[config.mk]
export PLATFORM = sky130hd
export DESIGN_NAME = fetch_queue
export DESIGN_NICKNAME = d
export VERILOG_FILES = /design/src/rtl/fetch_queue.sv
export SDC_FILE = /design/constraint.sdc
export NUM_CORES = 1
export LEC_CHECK = 0
export BUFFER_PORTS_ARGS = -buffer_cell sky130_fd_sc_hd__buf_2
export CAP_MARGIN = 10
export CELL_PAD_IN_SITES_DETAIL_PLACEMENT = 2
export CELL_PAD_IN_SITES_GLOBAL_PLACEMENT = 2
export CORE_UTILIZATION = 35
export DETAILED_ROUTE_END_ITERATION = 12
export PLACE_DENSITY = 0.8
export RECOVER_POWER = 50
export SETUP_SLACK_MARGIN = 0.02
export SLEW_MARGIN = 10
export SYNTH_ARGS = -nofsm -noshare
export SYNTH_HDL_FRONTEND = slang
export SYNTH_SLANG_ARGS = --single-unit
[constraint.sdc]
create_clock -name clk -period 7.3 [get_ports clk]
set_input_delay 1.46 -clock clk [delete_from_list [all_inputs] [get_ports clk]]
set_output_delay 1.46 -clock clk [all_outputs]
set_load 0.03 [all_outputs]
[src/rtl/fetch_queue.sv]
// fetch_queue
//   Instruction-fetch front end. Streams sequential fetches from a
//   synchronous instruction memory (fixed 1-cycle read latency) and buffers
//   the returned instructions in a DEPTH-entry circular queue. The consumer
//   side is a valid/ready handshake; a single-cycle redirect flushes the
//   queue and restarts fetching at a new PC.
//
//   Optional feature macro: FETCH_BYPASS_EN
//     defined   - a response arriving while the queue is empty is presented
//                 on instr/instr_pc/instr_valid in the same cycle; if it is
//                 popped that cycle it is never written into storage.
//     undefined - outputs come only from queue storage.
//
// Ports
//   clk            in   clock, rising-edge
//   rst            in   synchronous reset, active-low
//   imem_en        out  memory read request this cycle
//   imem_addr      out  byte address of the request
//   imem_rdata     in   read data, valid one cycle after imem_en
//   instr_valid    out  queue head valid
//   instr          out  head instruction
//   instr_pc       out  address of head instruction
//   instr_ready    in   consumer accepts head
//   redirect_valid in   flush and restart fetch
//   redirect_pc    in   restart address
//   occupancy      out  entries currently held in the queue

module fetch_queue #(
    parameter int unsigned              ADDR_W   = 32,
    parameter int unsigned              INSTR_W  = 32,
    parameter int unsigned              DEPTH    = 4,
    parameter logic [ADDR_W-1:0]        RESET_PC = '0
) (
    input  logic                        clk,
    input  logic                        rst,
    output logic                        imem_en,
    output logic [ADDR_W-1:0]           imem_addr,
    input  logic [INSTR_W-1:0]          imem_rdata,
    output logic                        instr_valid,
    output logic [INSTR_W-1:0]          instr,
    output logic [ADDR_W-1:0]           instr_pc,
    input  logic                        instr_ready,
    input  logic                        redirect_valid,
    input  logic [ADDR_W-1:0]           redirect_pc,
    output logic [$clog2(DEPTH):0]      occupancy
);

    localparam int unsigned PW = $clog2(DEPTH);
    localparam int unsigned CW = PW + 1;
    localparam logic [ADDR_W-1:0] STEP = ADDR_W'(INSTR_W / 8);

    logic [ADDR_W-1:0]  fpc;
    logic               inflight;
    logic [ADDR_W-1:0]  inflightAddr;

    logic [INSTR_W-1:0] instrMem [DEPTH];
    logic [ADDR_W-1:0]  pcMem    [DEPTH];
    logic [PW-1:0]      rdPtr;
    logic [PW-1:0]      wrPtr;
    logic [CW-1:0]      count;

    logic               qValid;
    logic               bypass;
    logic               pop;
    logic               popQ;
    logic               push;
    logic [CW:0]        credit;

    always_comb begin
        qValid = (count != '0);

`ifdef FETCH_BYPASS_EN
        // Response lands on an empty queue: show it straight away.
        bypass = rst & ~qValid & inflight & ~redirect_valid;
`else
        bypass = 1'b0;
`endif

        instr_valid = qValid | bypass;
        instr       = bypass ? imem_rdata   : instrMem[rdPtr];
        instr_pc    = bypass ? inflightAddr : pcMem[rdPtr];

        pop  = instr_valid & instr_ready;
        // A bypassed pop never touched storage, so it moves no pointer.
        popQ = pop & qValid;
        push = inflight & ~redirect_valid & ~(pop & ~qValid);

        // Slots already promised: stored entries plus the response in
        // flight, less the entry leaving this cycle.
        credit  = {1'b0, count} + (CW+1)'(inflight) - (CW+1)'(pop);
        imem_en = rst & (redirect_valid | (credit < (CW+1)'(DEPTH)));

        if (!rst)
            imem_addr = RESET_PC;
        else if (redirect_valid)
            imem_addr = redirect_pc;
        else
            imem_addr = fpc;

        occupancy = count;
    end

    always_ff @(posedge clk) begin
        if (!rst) begin
            fpc          <= RESET_PC;
            inflight     <= 1'b0;
            inflightAddr <= '0;
            rdPtr        <= '0;
            wrPtr        <= '0;
            count        <= '0;
            for (int unsigned i = 0; i < DEPTH; i++) begin
                instrMem[i] <= '0;
                pcMem[i]    <= '0;
            end
        end else begin
            inflight <= imem_en;
            if (imem_en) begin
                inflightAddr <= imem_addr;
                fpc          <= imem_addr + STEP;
            end

            if (redirect_valid) begin
                // A pop this cycle still completes at the consumer; the
                // rest of the queue and the returning response are dropped.
                count <= '0;
                rdPtr <= '0;
                wrPtr <= '0;
            end else begin
                if (push) begin
                    instrMem[wrPtr] <= imem_rdata;
                    pcMem[wrPtr]    <= inflightAddr;
                    wrPtr           <= wrPtr + PW'(1);
                end
                if (popQ)
                    rdPtr <= rdPtr + PW'(1);
                case ({push, popQ})
                    2'b10:   count <= count + CW'(1);
                    2'b01:   count <= count - CW'(1);
                    default: count <= count;
                endcase
            end
        end
    end

endmodule

==> metrics.csv, run 1 <==
stage,metric,value,unit
layout,syn_to_final_growth,17.6,%
timing,hold_violations,0,
logic_synthesis,synthFlopType,edfxtp_1,
setup_path,crit_family,buffers and inverters,
clock_tree,cts_tree,yes,
power,combPwrFrac,8.4,%
power,p_sw_share,24.5,%
logic_synthesis,synth_cell_type_count,52,
floorplanning,start_util,35.8,%
setup_path,worst-path-max-fanout,41,
routing,vias_per_cell,5.10,
clock_tree,cts_sinks,328,
layout,final_cell_area,16900,um2
layout,fillCellCount,4109,
floorplanning,die_w,204,um
grt,antenna_found_initial,1,
status,failed_checks,"capacitance limit, slew limit",
status,outcome,"finished, violations left",
logic_synthesis,syn_nets,1221,
clock_tree,cts_max_level,2,
floorplanning,row_count,73,
setup_path,start_kind,input port,
setup_path,critical-path-slowest-cell,clkbuf_1,
routing,drt-initial-drc-count,495,
clock_tree,clkTransAtPathRegs,0.05,ns
grt,grtUsageTotal,20.2,%
floorplanning,coreArea,40100,um2
floorplanning,die_h,204,um
power,vdd_ir_drop_max,0.000116,V
layout,drive_gt1_share,25.1,%
power,seq_power_share,49.8,%
timing,final.setup_skew,0.0126,ns
setup_path,cp_cell_sequence,clkbuf_1 -> clkbuf_1 -> nand2_1 -> inv_1 -> buf_2,
grt,grt_pass1_vias,10800,
clock_tree,ctsResizeCount,0,
logic_synthesis,avgSynthCellArea,12.5,um2
timing,max-slew-margin-rel,-186,%
place,place_area,15700,um2
setup_path,crit_top_cell,clkbuf_1,
power,p_per_area,255,nW/um2
routing,drt-wirelength-per-cell,22.0,um
grt,grt_max_degree,65,
setup_path,worstPathRequired,5.84,ns
logic_synthesis,postSynthCellCount,1147,
clock_tree,numCtsBuffers,38,
place,io_buffers,168,
setup_path,critical_path_buf_inv_count,4,
routing,ant_nets,0,
hold_path,hp-class,reg2reg,
grt,grt_first_pass_wirelength,63800,um
clock_tree,ctsHoldBuffers,0,
timing,rsz0062_at_grt,false,
timing,post-route-min-period,5.93,ns
routing,wl,40900,um
timing,tightest_slew,4.29,ns
clock_tree,clockBufferDepth,3,
floorplanning,die-area,41800,um2
timing,fin_crit_sh,81.2,%
clock_tree,cts-root-buf,clkbuf_16,
layout,n_antenna_cell,0,
routing,vias,9484,
setup_path,crit_path_end_kind,output pin,
routing,dr.pass1.iters,5,
timing,slew_violations,302,
power,p_switching,1.05,mW
floorplanning,boundaryPins,169,
setup_path,arrival,4.47,ns
layout,fin_nets,1378,
logic_synthesis,yosysWarnings,0,
grt,overflow,0,
clock_tree,post-cts-setup-buffers,0,
logic_synthesis,ys_seq_area_share,63.6,%
power,pwr-share-clk,41.9,%
logic_synthesis,synth_top_area_cell,edfxtp_1,
power,power_leakage,6.80,nW
setup_path,slowest_delay,1.61,ns
logic_synthesis,synth_top_area_share,53.6,%
run,cap_violations,5,
logic_synthesis,async_reset_ff_share,0,%
logic_synthesis,synth_seq_cells,328,
logic_synthesis,synthesis.area,14300,um2
setup_path,crit_type,in2out,
place,hpwl,25400,um
place,place_congestion,0.764,
logic_synthesis,synth_edf_count,256,
timing,setup_ws,1.37,ns
timing,max_freq,169,MHz
timing,finalSetupViolCount,0,
place,dp_slack,1.58,ns
clock_tree,clk_latency,0.54,ns
power,internal_power,3.25,mW
routing,drc,0,
logic_synthesis,netlist_top_cells_area,"edfxtp_1 (54%), dfxtp_1 (10%), mux4_2 (10%)",
## sequential cells by signal, summed over array words and instances (netlist names), named ones only
signal and count:
instrMem 128, pcMem 128, fpc 32, inflightAddr 30
occupancy 3, rdPtr 2, wrPtr 2, inflight 1
## per-stage QoR
stage                     cells  power, mW  hold WS, ns  setup TNS, ns  utilization [%]
after floorplan            1147       2.40        0.421         -26.27                -
after global placement     1789       2.52        0.433              0             39.2
after detailed placement   1789       2.54        0.445              0             39.2
after CTS                  1858       4.36        0.462              0             42.1
after global routing       1858       4.46        0.482              0             42.1
final                      1858       4.30        0.456              0             42.1
## layer usage
layer | wire length (um) | vias up | GRT usage (%)
met5 | 0 | - | 0
met4 | 766 | 0 | 5.14
met3 | 1910 | 51 | 3.36
met1 | 18200 | 4863 | 26.9
li1 | - | 4340 | -
met2 | 20100 | 230 | 34.2
## area by class of cell
class	instances	area, um2	area share, %
inverter	99	372	2.20
sequential	328	9140	54.2
clock buffer	53	1080	6.41
timing repair buffer	182	922	5.47
tap	525	657	3.89
clock inverter	16	80.1	0.475
multi-input combinational	655	4620	27.4
## cells in the final DEF, fill, tap and decap left out, types with 3 or more instances in the layout
master     count
a211oi_1       3
a21oi_1        7
a22o_1        11
and3b_1        3
buf_2        163
buf_4          8
clkbuf_1      18
clkbuf_16     41
clkbuf_2       4
clkinv_1       5
clkinv_2       9
dfxtp_1       70
edfxtp_1     256
ha_1           5
inv_1         99
mux2_2        22
mux2i_1       10
mux4_2        64
nand2_1      144
nand2b_1       3
nand3_1       19
nand3b_1       8
nand4_1        6
nor2_1       216
nor3_1         6
nor4_2         4
o21ai_0       42
o21ai_1       11
o21ai_4        3
or3_1          4
xnor2_1       28
xor2_1         5
## logic make-up (layout without fill, tap and decap cells)
logic type | after synthesis | in the layout | synth area share (%)
simple gates | 430 | 430 | 12.9
flops | 328 | 328 | 63.6
buf+inv | 164 | 350 | 4.59
mux | 96 | 96 | 12.5
compound gates | 90 | 90 | 3.84
xor+xnor | 33 | 33 | 2.01
fa+ha+maj | 6 | 6 | 0.576
## power by group through the flow
stage          registers [mW]  clock network (mW)  logic, mW
2_1_floorplan            2.17                   0      0.237
5_1_grt                  2.15                1.92      0.389
3_3_place_gp             2.17                   0      0.357
6_report                 2.14                1.80      0.359
4_1_cts                  2.14                1.85      0.369
3_5_place_dp             2.18                   0      0.367
## worst min-delay path, delay by kind of cell, from the launching register on
family / cells / cell delay (ns)
DFF: 1 / 0.32
and+or+nand+nor: 1 / 0.05
AOI/OAI and AO/OA: 1 / 0.05
## final timing paths
check	from	to	slack, ns	depth (start not counted)
max	rst	imem_addr[17]	1.37	5
max reg2reg	wrPtr[1]$_SDFFE_PP0P_	instrMem[0][15]$_SDFFCE_PN0P_	2.86	3
min reg2reg	inflightAddr[22]$_SDFFE_PN0P_	inflightAddr[22]$_SDFFE_PN0P_	0.46	2
min	inflightAddr[22]$_SDFFE_PN0P_	inflightAddr[22]$_SDFFE_PN0P_	0.46	2
## cells in the mapped netlist, types with 2 or more instances
cell      number
a211oi_1       3
a21oi_1        7
a22o_1        11
a22oi_1        2
a31oi_1        2
and2_1         2
and3b_1        3
buf_1          8
buf_2          4
buf_6          3
clkbuf_1      48
dfxtp_1       72
edfxtp_1     256
ha_1           5
inv_1         99
mux2_2        22
mux2i_1       10
mux4_2        64
nand2_1      145
nand2b_1       4
nand3_1       19
nand3b_1       8
nand3b_4       2
nand4_1        6
nand4b_1       2
nor2_1       217
nor3_1         6
nor4_1         2
nor4_2         4
o21ai_0       44
o21ai_1       12
or3_1          4
xnor2_1       28
xor2_1         5
No activity file was read; power rests on OpenSTA's default activity.
==> run 2: changes to the inputs <==
==> constraint.sdc (replaced) <==
create_clock -name clk -period 4.8 [get_ports clk]
set_input_delay 0.96 -clock clk [delete_from_list [all_inputs] [get_ports clk]]
set_output_delay 0.96 -clock clk [all_outputs]
set_load 0.03 [all_outputs]
==> metrics.csv, run 2 (synthesized netlist as in run 1, its figures left out) <==
stage,metric,value,unit,change
timing,hold_ws,0.455,ns,-0.00105 ns
floorplanning,boundaryPins,169,,unchanged
clock_tree,cts_sinks,328,,unchanged
layout,final_util,42.1,%,about the same
layout,layout_common_cells,"edfxtp_1 (256), nor2_1 (217), buf_2 (164)",,
grt,grtUsageTotal,20.2,%,about the same
layout,layout_commonest_cell,edfxtp_1,,
status,outcome,"finished, violations left",,
timing,max-slew-margin-rel,-37.0,%,+150 points
layout,largestRegisters,"instrMem x128, pcMem x128, fpc x32",,
clock_tree,ctsResizeCount,0,,unchanged
clock_tree,cts-root-buf,clkbuf_16,,
timing,max_freq,229,MHz,
layout,fin_nets,1385,,+0.51%
place,hpwl,26300,um,+3.6%
place,dp_slack,0.630,ns,-0.948 ns
layout,syn_to_final_growth,17.6,%,about the same
clock_tree,cts_tree,yes,,
clock_tree,clkTransAtPathRegs,0.06,ns,about the same
layout,final_cell_area,16900,um2,about the same
power,vdd_ir_drop_max,0.000170,V,+46%
layout,drive_gt1_share,25.0,%,about the same
timing,hold_violations,0,,unchanged
timing,post-route-min-period,4.36,ns,
floorplanning,die_w,204,um,unchanged
clock_tree,cts_max_level,2,,unchanged
hold_path,hp-start,inflightAddr[14]$_SDFFE_PN0P_,,
setup_path,worst-path-max-fanout,37,,-9.8%
status,failed_checks,"capacitance limit, slew limit",,
clock_tree,post-cts-setup-buffers,0,,unchanged
routing,ant_nets,0,,unchanged
setup_path,worstPathRequired,4.94,ns,-0.90 ns
clock_tree,clk_latency,0.53,ns,about the same
setup_path,timing.rr.end,instrMem[3][28]$_DFFE_PP_,,
clock_tree,numCtsBuffers,38,,unchanged
setup_path,start_kind,input port,,
layout,n_antenna_cell,0,,unchanged
routing,vias_per_cell,5.06,,-0.80%
timing,final.setup_skew,0.0201,ns,+0.00753 ns
routing,vias,9433,,-0.54%
setup_path,reg2reg_slack,1.37,ns,-1.49 ns
routing,dr.pass1.iters,8,,+3
floorplanning,die_h,204,um,unchanged
power,power_leakage,6.81,nW,+0.15%
setup_path,crit_type,in2reg,,
hold_path,hp-class,reg2reg,,
setup_path,crit_path_end_kind,flip-flop,,
clock_tree,clockBufferDepth,3,,unchanged
routing,drt-initial-drc-count,449,,-9.3%
timing,fin_crit_sh,90.9,%,
grt,grt_first_pass_wirelength,64300,um,+0.83%
routing,wl,41000,um,about the same
setup_path,reg2reg_from,wrPtr[0]$_SDFFE_PP0P_,,
grt,overflow,0,,unchanged
timing,setup_ws,0.439,ns,-0.931 ns
setup_path,arrival,4.50,ns,+0.03 ns
timing,finalSetupViolCount,0,,unchanged
hold_path,holdPathEnd,inflightAddr[14]$_SDFFE_PN0P_,,
hold_path,hold_depth,2,,unchanged
timing,rsz0062_at_grt,false,,
setup_path,cp-startpoint,redirect_valid,,
floorplanning,die-area,41800,um2,unchanged
place,place_congestion,0.777,,+1.8%
clock_tree,ctsHoldBuffers,0,,unchanged
power,p_per_area,383,nW/um2,+50%
floorplanning,coreArea,40100,um2,unchanged
routing,drc,0,,unchanged
grt,grt_pass1_vias,10700,,-0.68%
routing,drt-wirelength-per-cell,22.0,um,-0.23%
place,io_buffers,168,,unchanged
timing,tightest_slew,2.05,ns,-2.24 ns
timing,slew_violations,206,,-32%
timing,setup_tns,0,ns,unchanged
place,place_area,15900,um2,+0.89%
setup_path,r2r_cells,3,,unchanged
floorplanning,start_util,35.8,%,unchanged
grt,antenna_found_initial,0,,-1
grt,grt_max_degree,65,,unchanged
floorplanning,row_count,73,,unchanged
run,cap_violations,4,,-1
run 2: changes by cell type in the layout (fill, tap and decap cells not counted), moves of 2 or more:
| cell | delta |
|---|---|
| clkinv_1 | -2 |
| buf_4 | +2 |
| clkbuf_1 | +5 |
| buf_12 | +2 |
| clkinv_2 | -2 |
| clkbuf_16 | -2 |
run 2: critical path, stage by stage:
cell and delay (ns):
buf_2 0.33, clkbuf_1 0.41, nand3b_1 0.36, o21ai_0 1.55, clkbuf_2 0.88
run 2: worst max path at each step:
stage,to,slack [ns],cells after the start
after global placement,imem_en,0.66,12
final,instrMem[3][28]$_DFFE_PP_,0.44,5
after floorplan,instrMem[3][0]$_DFFE_PP_,-0.49,7
after global routing,pcMem[3][1]$_DFFE_PP_,0.15,5
after detailed placement,imem_en,0.63,12
after CTS,imem_en,0.46,13
run 2: routing by layer:
layer / wire length [um] / global-route usage (%)
met4: 589 / 3.94
met2: 20000 / 34.8
met5: 0 / 0
met3: 1590 / 2.85
met1: 18700 / 27.2
run 2: where the power goes:
group	internal [mW]	leakage (nW)	switching, mW
logic	0.170	3.00	0.379
clock network	1.53	0.549	1.13
registers	3.20	3.25	0.0576
run 2: layout make-up:
type / instances / area, um2
Clock buffer: 56 / 1060
Clock inverter: 11 / 55.1
Fill cell: 4123 / 23200
Inverter: 99 / 372
Multi-Input combinational cell: 655 / 4610
Sequential cell: 328 / 9140
Tap cell: 525 / 657
Timing Repair Buffer: 189 / 991
run 2: through the flow:
step                      total power, mW  cells
after floorplan                      3.65   1147
after global placement               3.85   1796
after detailed placement             3.88   1796
after CTS                            6.57   1863
after global routing                 6.70   1863
final                                6.46   1863
==> run 3: changes to the inputs <==
--- a/config.mk
+++ b/config.mk
@@ -11,10 +11,11 @@
 export CELL_PAD_IN_SITES_GLOBAL_PLACEMENT = 2
 export CORE_UTILIZATION = 35
 export DETAILED_ROUTE_END_ITERATION = 12
-export PLACE_DENSITY = 0.8
+export PLACE_DENSITY = 0.77
 export RECOVER_POWER = 50
 export SETUP_SLACK_MARGIN = 0.02
 export SLEW_MARGIN = 10
 export SYNTH_ARGS = -nofsm -noshare
 export SYNTH_HDL_FRONTEND = slang
 export SYNTH_SLANG_ARGS = --single-unit
+export TNS_END_PERCENT = 100
==> constraint.sdc (replaced) <==
create_clock -name clk -period 5.1 [get_ports clk]
set_input_delay 1.02 -clock clk [delete_from_list [all_inputs] [get_ports clk]]
set_output_delay 1.02 -clock clk [all_outputs]
set_load 0.03 [all_outputs]
==> metrics.csv, run 3 (synthesized netlist as in run 1, its figures left out) <==
stage,metric,value,unit,change
clock_tree,clockBufferDepth,3,,unchanged
clock_tree,post-cts-setup-buffers,0,,unchanged
routing,drc,0,,unchanged
floorplanning,die-area,41800,um2,unchanged
setup_path,crit_family,buffers and inverters,,
setup_path,crit_type,in2out,,
power,combPwrFrac,8.2,%,-0.3 points
power,pwr-share-clk,43.1,%,+2.0 points
place,hpwl,25900,um,-1.3%
status,failed_checks,"capacitance limit, slew limit",,
layout,drive_gt1_share,25.4,%,+0.37 points
clock_tree,cts-root-buf,clkbuf_16,,
timing,finalSetupViolCount,0,,unchanged
clock_tree,ctsResizeCount,0,,unchanged
routing,drt-wirelength-per-cell,22.2,um,+0.83%
routing,wl_met1,18300,um,-2.2%
timing,rsz0062_at_grt,false,,
setup_path,critical_path_buf_inv_count,4,,+1
setup_path,slowest_delay,1.14,ns,-0.41 ns
grt,grt_first_pass_wirelength,64300,um,about the same
routing,drt-initial-drc-count,477,,+6.2%
setup_path,r2r_cells,13,,+10
hold_path,hp-start,fpc[29]$_SDFFE_PN0P_,,
timing,hold_violations,0,,unchanged
routing,dr.pass1.iters,5,,-3
floorplanning,coreArea,40100,um2,unchanged
clock_tree,cts_tree,yes,,
routing,wl,41200,um,+0.62%
routing,vias,9551,,+1.3%
grt,grt_max_degree,65,,unchanged
setup_path,crit_path_end_kind,output pin,,
layout,fillCellCount,4118,,-0.12%
clock_tree,clkTransAtPathRegs,0.06,ns,about the same
setup_path,critical-path-slowest-cell,clkbuf_1,,
grt,grtUsageTotal,20.4,%,+0.18 points
power,p_sw_share,23.8,%,-0.40 points
timing,fin_crit_sh,89.0,%,
timing,slew_violations,295,,+43%
clock_tree,ctsHoldBuffers,0,,unchanged
floorplanning,start_util,35.8,%,unchanged
run,cap_violations,5,,+1
floorplanning,die_h,204,um,unchanged
setup_path,reg2reg_from,occupancy[0]$_SDFFE_PP0P_,,
hold_path,hold_depth,2,,unchanged
setup_path,start_kind,input port,,
layout,final_util,42.3,%,+0.22 points
place,io_buffers,168,,unchanged
timing,setup_tns,0,ns,unchanged
power,seq_power_share,48.8,%,-1.6 points
layout,fin_nets,1382,,-0.22%
power,vdd_ir_drop_max,0.000186,V,+9.6%
clock_tree,cts_sinks,328,,unchanged
grt,grt_pass1_vias,10700,,+0.22%
setup_path,worst-path-max-fanout,34,,-8.1%
floorplanning,row_count,73,,unchanged
setup_path,reg2reg_slack,2.22,ns,+0.85 ns
layout,n_antenna_cell,0,,unchanged
routing,route.met3.wl,1710,um,+7.7%
routing,vias_per_cell,5.14,,+1.5%
timing,final.setup_skew,0.0155,ns,-0.00465 ns
clock_tree,numCtsBuffers,38,,unchanged
clock_tree,clk_latency,0.54,ns,about the same
routing,top_layer,met4,,
layout,multi_input_area,4610,um2,+0.11%
timing,max_freq,220,MHz,
power,p_switching,1.50,mW,-4.2%
timing,hold_ws,0.453,ns,-0.00211 ns
timing,setup_ws,0.563,ns,+0.124 ns
timing,max-slew-margin-rel,-35.4,%,+1.6 points
power,power_leakage,6.85,nW,+0.58%
hold_path,holdPathEnd,fpc[29]$_SDFFE_PN0P_,,
setup_path,worstPathRequired,4.08,ns,-0.86 ns
status,outcome,"finished, violations left",,
layout,syn_to_final_growth,18.3,%,
grt,overflow,0,,unchanged
power,internal_power,4.79,mW,-2.1%
grt,antenna_found_initial,0,,unchanged
setup_path,cp_cell_sequence,clkbuf_1 -> buf_4 -> or3_1 -> nand2_1 -> inv_1 -> buf_2,,
clock_tree,cts_max_level,2,,unchanged
power,p_per_area,371,nW/um2,-3.1%
setup_path,timing.rr.end,fpc[6]$_SDFFE_PN0P_,,
layout,largestRegisters,"instrMem x128, pcMem x128, fpc x32",,
timing,post-route-min-period,4.54,ns,
floorplanning,die_w,204,um,unchanged
layout,layout_common_cells,"edfxtp_1 (256), nor2_1 (216), buf_2 (163)",,
timing,tightest_slew,2.03,ns,-0.0234 ns
place,place_congestion,0.779,,+0.14%
hold_path,hp-class,reg2reg,,
place,dp_slack,0.825,ns,+0.195 ns
setup_path,arrival,3.52,ns,-0.98 ns
layout,layout_commonest_cell,edfxtp_1,,
floorplanning,boundaryPins,169,,unchanged
routing,ant_nets,0,,unchanged
routing,dr_wl_met2,20500,um,+2.1%
layout,ff_latch_area,9140,um2,unchanged
==> run 3: cell types whose count changed in the layout (fill, tap and decap cells not counted), sizes merged <==
cell,delta
clkinv,+2
bufinv,+4
clkbuf,-9
buf,-1
==> run 3: area by class of cell <==
cell class / instances / area share, %
inverters: 99 / 2.19
multi-input cells: 655 / 27.2
clock inverters: 17 / 1.19
clock buffers: 49 / 6.03
well taps: 525 / 3.87
flip-flops and latches: 328 / 53.8
repair buffers: 186 / 5.69
==> run 3: worst register-to-register path: stages, from the launching register on <==
cell and delay, ns:
dfxtp_1 0.40, inv_1 0.11, nand3_1 0.11, and2_1 0.21, ha_1 0.17, inv_1 0.04
ha_1 0.27, nand3b_1 0.14, a21bo_2 0.14, a21oi_1 0.09, or3_1 0.42, nand2_1 0.13
buf_4 0.34, o21ai_0 0.17
==> run 3: worst max-delay path by stage <==
stage	from	endpoint	slack, ns	depth (start not counted)
global placement	instr_ready	imem_en	0.86	12
global route	redirect_valid	imem_en	0.35	6
CTS	occupancy[0]$_SDFFE_PP0P_	imem_en	0.66	13
detailed placement	instr_ready	imem_en	0.83	12
finish	redirect_valid	imem_en	0.56	6
floorplan	redirect_valid	instrMem[3][0]$_DFFE_PP_	-0.25	7
==> run 3: routing by layer <==
metal	up-vias	global-route usage, %
li1	4338	-
met1	4956	27.0
met2	210	35.0
met3	47	3.36
met4	0	4.50
met5	-	0
==> run 3: stage by stage <==
stage | area (um2) | power, mW | std cells
2_1_floorplan | 14400 | 3.44 | 1147
3_5_place_dp | 15800 | 3.65 | 1793
5_1_grt | 17000 | 6.52 | 1859
4_1_cts | 17100 | 6.39 | 1859
3_3_place_gp | 15800 | 3.62 | 1793
6_report | 17000 | 6.29 | 1859
==> run 3: power by group through the flow <==
stage | registers, mW | logic (mW) | clock network (mW)
2_1_floorplan | 3.10 | 0.340 | 0
6_report | 3.07 | 0.515 | 2.71
5_1_grt | 3.08 | 0.554 | 2.88
3_3_place_gp | 3.10 | 0.521 | 0
4_1_cts | 3.06 | 0.535 | 2.79
3_5_place_dp | 3.12 | 0.532 | 0
